### src/rtl/pipeline_hazard_controller.sv
// Central stall/flush sequencer for the 5-stage RISC-V pipeline.
// Combines load-use hazard detection, taken-branch flushing and data-memory
// wait handling (with timeout) into one set of pipeline register controls,
// and keeps saturating counts of stall cycles and branch flushes.
module pipeline_hazard_controller #(
   parameter int MEM_TIMEOUT = 16,
   parameter int CNT_W       = 16,
   parameter int TO_W        = 5
) (
   input  logic             clk,
   input  logic             reset,
   input  logic             id_ex_mem_read,
   input  logic [4:0]       id_ex_rd,
   input  logic [4:0]       if_id_rs1,
   input  logic [4:0]       if_id_rs2,
   input  logic             if_id_use_rs1,
   input  logic             if_id_use_rs2,
   input  logic             ex_branch_taken,
   input  logic             mem_req,
   input  logic             mem_ready,
   output logic             pc_write,
   output logic             if_id_write,
   output logic             id_ex_write,
   output logic             ex_mem_write,
   output logic             if_id_flush,
   output logic             id_ex_bubble,
   output logic             mem_err,
   output logic [CNT_W-1:0] stall_cnt,
   output logic [CNT_W-1:0] flush_cnt
);

   typedef enum logic [1:0] {
      ST_RUN      = 2'd0,
      ST_MEM_WAIT = 2'd1,
      ST_ERR      = 2'd2
   } state_e;

   // Last wait count that is still allowed before declaring a timeout.
   localparam logic [TO_W-1:0] WAIT_LAST = TO_W'(MEM_TIMEOUT - 1);
   localparam logic [TO_W-1:0] WAIT_ONE  = TO_W'(1);
   localparam logic [TO_W-1:0] WAIT_ZERO = {TO_W{1'b0}};

   state_e            state_r;
   state_e            state_nxt_s;
   logic [TO_W-1:0]   wait_cnt_r;
   logic [TO_W-1:0]   wait_cnt_nxt_s;
   logic [CNT_W-1:0]  stall_cnt_r;
   logic [CNT_W-1:0]  flush_cnt_r;

   logic              load_use_s;
   logic              freeze_s;
   logic              stall_inc_s;
   logic              flush_inc_s;
   logic              pc_write_s;
   logic              if_id_write_s;
   logic              id_ex_write_s;
   logic              ex_mem_write_s;
   logic              if_id_flush_s;
   logic              id_ex_bubble_s;
   logic              mem_err_s;

   // Saturating increment: holds at all-ones instead of wrapping to zero.
   function automatic logic [CNT_W-1:0] sat_inc(input logic [CNT_W-1:0] val,
                                                input logic             en);
      logic [CNT_W-1:0] res;
      if (en && (val != {CNT_W{1'b1}})) begin
         res = val + CNT_W'(1);
      end else begin
         res = val;
      end
      return res;
   endfunction

   // A load in EX writing a register that ID reads; x0 never hazards.
   assign load_use_s = id_ex_mem_read && (id_ex_rd != 5'd0) &&
                       ((if_id_use_rs1 && (id_ex_rd == if_id_rs1)) ||
                        (if_id_use_rs2 && (id_ex_rd == if_id_rs2)));

   // Memory is busy this cycle; a withdrawn request counts as ready.
   assign freeze_s = mem_req && !mem_ready;

   // State register and wait counter.
   always_ff @(posedge clk or negedge reset) begin
      if (!reset) begin
         state_r    <= ST_RUN;
         wait_cnt_r <= WAIT_ZERO;
      end else begin
         state_r    <= state_nxt_s;
         wait_cnt_r <= wait_cnt_nxt_s;
      end
   end

   // Next-state and next wait-count selection.
   always_comb begin
      state_nxt_s    = state_r;
      wait_cnt_nxt_s = wait_cnt_r;
      case (state_r)
         ST_RUN: begin
            if (freeze_s) begin
               state_nxt_s    = ST_MEM_WAIT;
               wait_cnt_nxt_s = WAIT_ONE;
            end else begin
               state_nxt_s    = ST_RUN;
               wait_cnt_nxt_s = WAIT_ZERO;
            end
         end
         ST_MEM_WAIT: begin
            if (!freeze_s) begin
               state_nxt_s    = ST_RUN;
               wait_cnt_nxt_s = WAIT_ZERO;
            end else if (wait_cnt_r == WAIT_LAST) begin
               state_nxt_s    = ST_ERR;
               wait_cnt_nxt_s = wait_cnt_r;
            end else begin
               state_nxt_s    = ST_MEM_WAIT;
               wait_cnt_nxt_s = wait_cnt_r + WAIT_ONE;
            end
         end
         ST_ERR: begin
            // Only reset leaves the error state.
            state_nxt_s    = ST_ERR;
            wait_cnt_nxt_s = wait_cnt_r;
         end
         default: begin
            state_nxt_s    = ST_RUN;
            wait_cnt_nxt_s = WAIT_ZERO;
         end
      endcase
   end

   // Pipeline controls and counter-increment requests from state and inputs.
   always_comb begin
      pc_write_s     = 1'b1;
      if_id_write_s  = 1'b1;
      id_ex_write_s  = 1'b1;
      ex_mem_write_s = 1'b1;
      if_id_flush_s  = 1'b0;
      id_ex_bubble_s = 1'b0;
      mem_err_s      = 1'b0;
      stall_inc_s    = 1'b0;
      flush_inc_s    = 1'b0;
      if (!reset) begin
         // Held in reset: free-running defaults regardless of inputs.
         pc_write_s = 1'b1;
      end else begin
         case (state_r)
            // MEM_WAIT with memory released behaves exactly like RUN, and
            // a frozen MEM_WAIT cycle looks just like a freeze seen in RUN.
            ST_RUN, ST_MEM_WAIT: begin
               if (freeze_s) begin
                  pc_write_s     = 1'b0;
                  if_id_write_s  = 1'b0;
                  id_ex_write_s  = 1'b0;
                  ex_mem_write_s = 1'b0;
                  stall_inc_s    = 1'b1;
               end else if (ex_branch_taken) begin
                  // The instruction in ID is killed, so a load-use on it is moot.
                  if_id_flush_s  = 1'b1;
                  id_ex_bubble_s = 1'b1;
                  flush_inc_s    = 1'b1;
               end else if (load_use_s) begin
                  pc_write_s     = 1'b0;
                  if_id_write_s  = 1'b0;
                  id_ex_bubble_s = 1'b1;
                  stall_inc_s    = 1'b1;
               end else begin
                  pc_write_s = 1'b1;
               end
            end
            ST_ERR: begin
               pc_write_s     = 1'b0;
               if_id_write_s  = 1'b0;
               id_ex_write_s  = 1'b0;
               ex_mem_write_s = 1'b0;
               mem_err_s      = 1'b1;
            end
            default: begin
               pc_write_s = 1'b1;
            end
         endcase
      end
   end

   // Saturating stall and flush event counters.
   always_ff @(posedge clk or negedge reset) begin
      if (!reset) begin
         stall_cnt_r <= {CNT_W{1'b0}};
         flush_cnt_r <= {CNT_W{1'b0}};
      end else begin
         stall_cnt_r <= sat_inc(stall_cnt_r, stall_inc_s);
         flush_cnt_r <= sat_inc(flush_cnt_r, flush_inc_s);
      end
   end

   assign pc_write     = pc_write_s;
   assign if_id_write  = if_id_write_s;
   assign id_ex_write  = id_ex_write_s;
   assign ex_mem_write = ex_mem_write_s;
   assign if_id_flush  = if_id_flush_s;
   assign id_ex_bubble = id_ex_bubble_s;
   assign mem_err      = mem_err_s;
   assign stall_cnt    = stall_cnt_r;
   assign flush_cnt    = flush_cnt_r;

endmodule
### config.mk
export PLATFORM = sky130hd
export DESIGN_NAME = pipeline_hazard_controller
export DESIGN_NICKNAME = d
export VERILOG_FILES = /design/src/rtl/pipeline_hazard_controller.sv
export SDC_FILE = /design/constraint.sdc
export NUM_CORES = 1
export LEC_CHECK = 0
export BUFFER_PORTS_ARGS = -buffer_cell sky130_fd_sc_hd__buf_2
export CAP_MARGIN = 20
export CORE_UTILIZATION = 35
export CTS_BUF_LIST = sky130_fd_sc_hd__clkbuf_2
export DETAILED_ROUTE_END_ITERATION = 8
export GPL_ROUTABILITY_DRIVEN = 0
export SYNTH_ARGS = -nofsm -noshare
export SYNTH_HDL_FRONTEND = slang
export SYNTH_SLANG_ARGS = --single-unit
### constraint.sdc
create_clock -name clk -period 4.4 [get_ports clk]
set_input_delay 0.88 -clock clk [delete_from_list [all_inputs] [get_ports clk]]
set_output_delay 0.88 -clock clk [all_outputs]
set_load 0.1 [all_outputs]
==> flow_metrics.py, run 1 <==
metrics = {
    "synth": {
        "synth_warnings": 0,
        "ys_types": 43,
        "yosys.area.top_type_share": 0.466,
        "synth_nets": 226,
        "ys_seq_area_frac": 0.466,
        "yosysMostFrequentCell": "dfrtp_1",
        "syn_area_per_cell_um2": 10.5,
        "synthCells": 199,
        "synthArstFlopShare": 1.00,
        "synth.cell_area_um2": 2090,
        "synthTopCellsByArea": "dfrtp_1 47%, xor2_1 7.9%, xnor2_1 7.5%",
        "yosys_register_bits": 39,
        "synth_area_leader_cell": "dfrtp_1",
        "synth_edf_count": 0,
        "synth_top_flop_cell": "dfrtp_1",
        "yosys-top-cells-count": "39 x dfrtp_1, 19 x xor2_1, 18 x xnor2_1",
    },
    "cts": {
        "post_cts_buffers": 0,
        "cts_num_sinks": 39,
        "cts_max_level": 2,
        "cts_tree": "done",
        "clock_path_buffers": 2,
        "ctsResizeCount": 0,
        "cts-root-buf": "clkbuf_2",
        "clock_latency_ns": 0.37,
        "clk_pin_slew_ns": 0.18,
        "holdBufCountCts": 0,
        "cts_buffers": 5,
    },
    "cells_and_area": {
        "drive_above_1_share": 0.314,
        "final_core_utilization": 0.446,
        "multi_input_area_um2": 1080,
        "design_area_um2": 2510,
        "nets": 290,
        "regArea_um2": 976,
        "instances_no_fill": 336,
        "area_growth_pct": 20.0,
        "antenna_cells": 0,
        "n_fill_cell": 556,
    },
    "floorplanning": {
        "core_region_area_um2": 5640,
        "rows": 27,
        "dieArea_um2": 6300,
        "die_w_um": 79.4,
        "fp.dieH_um": 79.4,
        "io_pins": 62,
        "start_util": 0.371,
    },
    "placement": {
        "io_buffers": 61,
        "dp_cells": 328,
        "place.detailed.hpwl_mm": 3.18,
        "place_area_um2": 2470,
        "post-place-ws_ns": 1.11,
    },
    "worst_setup_path": {
        "rr_endpoint": "stall_cnt[1]$_DFFE_PN0P_",
        "worstRegToRegCells": 6,
        "critPathMaxFanout": 3,
        "end_kind": "output pin",
        "worstPathRequired_ns": 3.52,
        "reg2reg_slack_ns": 2.06,
        "worstSetupPathType": "in -> out",
        "reg2reg_from": "stall_cnt[3]$_DFFE_PN0P_",
        "startpoint_type": "input pin",
        "cp.arrival_ns": 2.40,
    },
    "outcome": {
        "status": "finished, final reports clean",
    },
    "routing": {
        "drt-met1-wl_mm": 2.05,
        "wl_per_cell_um": 12.9,
        "drtIter0Drc": 117,
        "finalWirelength_mm": 4.33,
        "wl_met3_um": 188,
        "highest_layer": "met4",
        "drc": 0,
        "firstDrtPassIters": 4,
        "vias_per_cell": 5.01,
        "num_vias": 1684,
        "route.met2.wl_mm": 2.03,
        "antenna_left": 0,
    },
    "grt": {
        "grt.total_usage": 0.150,
        "grt_max_degree": 43,
        "grt_remaining_overflow": 0,
        "grt_pass1_vias": 1575,
        "antenna_found_initial": 0,
        "grt_pass1_wl_mm": 7.29,
    },
    "sta": {
        "worst_slack_ns": 1.12,
        "rsz0062_at_grt": "no",
        "slew_viol_final": 0,
        "worst_slew_pin_slew_ns": 0.878,
        "slew_headroom": 0.411,
        "min_period_over_period": 0.745,
        "fin_hold_ws_ns": 0.492,
        "skew_ns": 0.00733,
        "setup_tns_ns": 0,
        "min_period_ns": 3.28,
        "hold_viol_final": 0,
        "fmax_ghz": 0.305,
        "setup_viol": 0,
    },
    "power": {
        "power_mw": 1.20,
        "power.density_nw_per_um2": 476,
        "p_leak_nw": 1.30,
        "ir_worst_vdd_uv": 469,
    },
    "min_path": {
        "hold_depth": 1,
        "hold_path.class": "reg -> reg",
        "holdPathEnd": "stall_cnt[9]$_DFFE_PN0P_",
        "hp-start": "stall_cnt[9]$_DFFE_PN0P_",
    },
    "job": {
        "cap_viol_max_count": 0,
    },
}
==> registers in the layout (all words and copies together), names as in the netlist <==
name	count
flush_cnt	16
wait_cnt_r	5
stall_cnt	16
state_r	2
==> placed cells by master (no fill, tap or decap), types with 2 or more instances in the layout <==
cell and count:
and2_1 3, nand2_1 16, ha_1 4, nand2b_1 2, nor3b_1 2, a21oi_1 3
nand3_1 13, nor3_2 2, nor4_1 6, o21ai_0 4, o21ai_2 2, nor2b_1 5
a41oi_1 2, clkbuf_2 7, xnor2_1 18, xor2_1 19, buf_2 61, nand4_1 8
dfrtp_1 39, and3_1 7, nor2_1 8, inv_1 4, nor3_1 7
==> metal layers <==
layer	vias to the layer above	global-route usage
met2	38	0.234
met4	0	0.0618
met3	6	0.0425
met1	805	0.194
met5	-	0
li1	835	-
==> kinds of logic (layout without fill, tap and decap cells) <==
kind of cell | Yosys count | after routing | synth area share
compound gates | 21 | 21 | 0.0818
fa+ha+maj | 4 | 4 | 0.0239
simple gates | 85 | 85 | 0.225
buf+inv | 9 | 74 | 0.0257
xor+xnor | 37 | 37 | 0.155
mux | 4 | 4 | 0.0227
flops | 39 | 39 | 0.466
==> final cells by class <==
class | count | area share
clock buffers | 7 | 0.0139
clock inverters | 1 | 0.00199
inverters | 4 | 0.00597
multi-input cells | 151 | 0.430
flip-flops and latches | 39 | 0.388
well taps | 72 | 0.0358
repair buffers | 62 | 0.124
==> power by group <==
part	total [mW]	switching (mW)	internal, mW
Sequential	0.475	0.0670	0.408
Combinational	0.567	0.465	0.103
Clock	0.155	0.112	0.0435
==> worst max-delay path by stage <==
stage,startpoint,end,slack [ns],depth (start not counted)
2_1_floorplan,mem_req,pc_write,0.19,6
3_3_place_gp,id_ex_rd[1],pc_write,1.14,6
3_5_place_dp,id_ex_rd[1],if_id_write,1.11,6
4_1_cts,id_ex_rd[1],if_id_write,1.11,6
5_1_grt,mem_ready,pc_write,0.99,6
6_report,id_ex_rd[1],pc_write,1.12,6
==> worst max-delay path, cell delays in order <==
cell,delay [ns]
buf_2,0.12
or4_1,0.53
o21ai_2,0.16
nor3_2,0.09
a21boi_4,0.17
buf_2,0.44
(Power assumes the default switching activity.)
==> run 2: changes to the inputs <==
Clock period 4.4 ns to 3.25 ns, I/O delays scaled along.
==> run 2 against run 1 <==
Total power is 35% higher. Global-route usage hardly changed. Sequential share of layout area down 0.76 points. Non-clock buffer count is 2 higher. Combinational power up 37%. Clock power is 29% higher. Die area unchanged. Cell area increased by 2.0%. Final cell count stayed put. Largest cell class unchanged. Clock-buffer cell count down 1. Core utilization up 0.89 points.
==> flow_metrics.py, run 2 (same netlist as run 1, synthesis figures left out) <==
metrics = {
    "routing": {
        "wl_per_cell_um": 12.4,
        "route.met2.wl_mm": 1.82,
        "antenna_left": 0,
        "drc": 0,
        "finalWirelength_mm": 4.17,
        "drtIter0Drc": 60,
        "num_vias": 1615,
        "vias_per_cell": 4.81,
        "highest_layer": "met4",
        "wl_met3_um": 159,
        "firstDrtPassIters": 4,
        "drt-met1-wl_mm": 2.14,
    },
    "cts": {
        "cts-root-buf": "clkbuf_2",
        "clock_latency_ns": 0.39,
        "holdBufCountCts": 0,
        "cts_tree": "done",
        "cts_buffers": 5,
        "post_cts_buffers": 0,
        "cts_num_sinks": 39,
        "clock_path_buffers": 2,
        "cts_max_level": 2,
        "clk_pin_slew_ns": 0.19,
        "ctsResizeCount": 0,
    },
    "floorplanning": {
        "start_util": 0.371,
        "dieArea_um2": 6300,
        "fp.dieH_um": 79.4,
        "core_region_area_um2": 5640,
        "rows": 27,
        "die_w_um": 79.4,
        "io_pins": 62,
    },
    "worst_setup_path": {
        "rr_endpoint": "stall_cnt[1]$_DFFE_PN0P_",
        "worstSetupPathType": "in -> out",
        "end_kind": "output pin",
        "critPathMaxFanout": 3,
        "startpoint_type": "input pin",
        "worstRegToRegCells": 6,
        "worstPathRequired_ns": 2.60,
        "reg2reg_from": "stall_cnt[0]$_DFFE_PN0P_",
        "cp.arrival_ns": 2.15,
        "reg2reg_slack_ns": 0.92,
    },
    "sta": {
        "skew_ns": 0.0192,
        "fmax_ghz": 0.357,
        "worst_slew_pin_slew_ns": 0.868,
        "slew_headroom": 0.418,
        "hold_viol_final": 0,
        "setup_viol": 0,
        "slew_viol_final": 0,
        "min_period_over_period": 0.862,
        "rsz0062_at_grt": "no",
        "min_period_ns": 2.80,
    },
    "placement": {
        "dp_cells": 330,
        "place.detailed.hpwl_mm": 3.07,
        "io_buffers": 61,
    },
    "cells_and_area": {
        "nets": 292,
        "n_fill_cell": 530,
        "layout_commonest_cell": "buf_2",
        "drive_above_1_share": 0.318,
        "area_growth_pct": 22.4,
        "instances_no_fill": 336,
        "final_cell_mix": "59 x buf_2, 39 x dfrtp_1, 19 x xor2_1",
        "antenna_cells": 0,
    },
    "power": {
        "ir_worst_vdd_uv": 559,
        "power.density_nw_per_um2": 630,
        "power_mw": 1.62,
        "p_leak_nw": 1.31,
    },
    "grt": {
        "grt_max_degree": 22,
        "grt_pass1_wl_mm": 7.39,
        "antenna_found_initial": 0,
        "grt.total_usage": 0.150,
        "grt_remaining_overflow": 0,
        "grt_pass1_vias": 1614,
    },
    "outcome": {
        "status": "finished, final reports clean",
    },
    "job": {
        "cap_viol_max_count": 0,
    },
    "min_path": {
        "hold_path.class": "in -> async",
    },
}
run 2: worst max path at each step:
stage,startpoint,end,slack (ns),cells past startpoint
after floorplan,mem_req,pc_write,-0.05,6
after global placement,id_ex_rd[1],if_id_write,0.45,6
after detailed placement,id_ex_rd[1],if_id_write,0.44,6
after CTS,id_ex_rd[1],if_id_write,0.44,6
after global routing,id_ex_rd[1],pc_write,0.38,6
final,id_ex_rd[1],if_id_write,0.45,6
run 2: area by class of cell:
cell class | count | area (um2) | area share
multi-input combinational | 151 | 1090 | 0.427
tap | 72 | 90.1 | 0.0351
clock buffer | 6 | 30.0 | 0.0117
sequential | 39 | 976 | 0.381
inverter | 4 | 15.0 | 0.00586
timing repair buffer | 64 | 358 | 0.140
run 2: critical path, cell delays in order:
cell	delay (ns)
buf_2	0.13
or4_1	0.53
o21ai_2	0.16
nor3_2	0.09
a21boi_4	0.15
buf_2	0.43
run 2: report_power, final:
part | switching, mW | leakage [nW] | total, mW | internal (mW)
clock | 0.152 | 0.0249 | 0.200 | 0.0487
combinational | 0.629 | 0.771 | 0.774 | 0.145
sequential | 0.0890 | 0.516 | 0.641 | 0.552
run 2: per-stage QoR:
step	setup TNS, ns	util	instance area, um2	worst slack (ns)	hold WS [ns]
finish	0	0.454	2560	0.450	0.275
global route	0	0.454	2560	0.380	0.277
CTS	0	0.454	2560	0.439	0.264
detailed placement	0	0.449	2530	0.440	0.469
global placement	0	0.449	2530	0.453	0.463
floorplan	-0.0514	-	2140	-0.0514	0.354
run 2: per-layer routing:
metal | vias up | global-route usage
met5 | - | 0
met4 | 0 | 0.0545
met3 | 5 | 0.0379
met2 | 36 | 0.229
met1 | 738 | 0.203
li1 | 836 | -
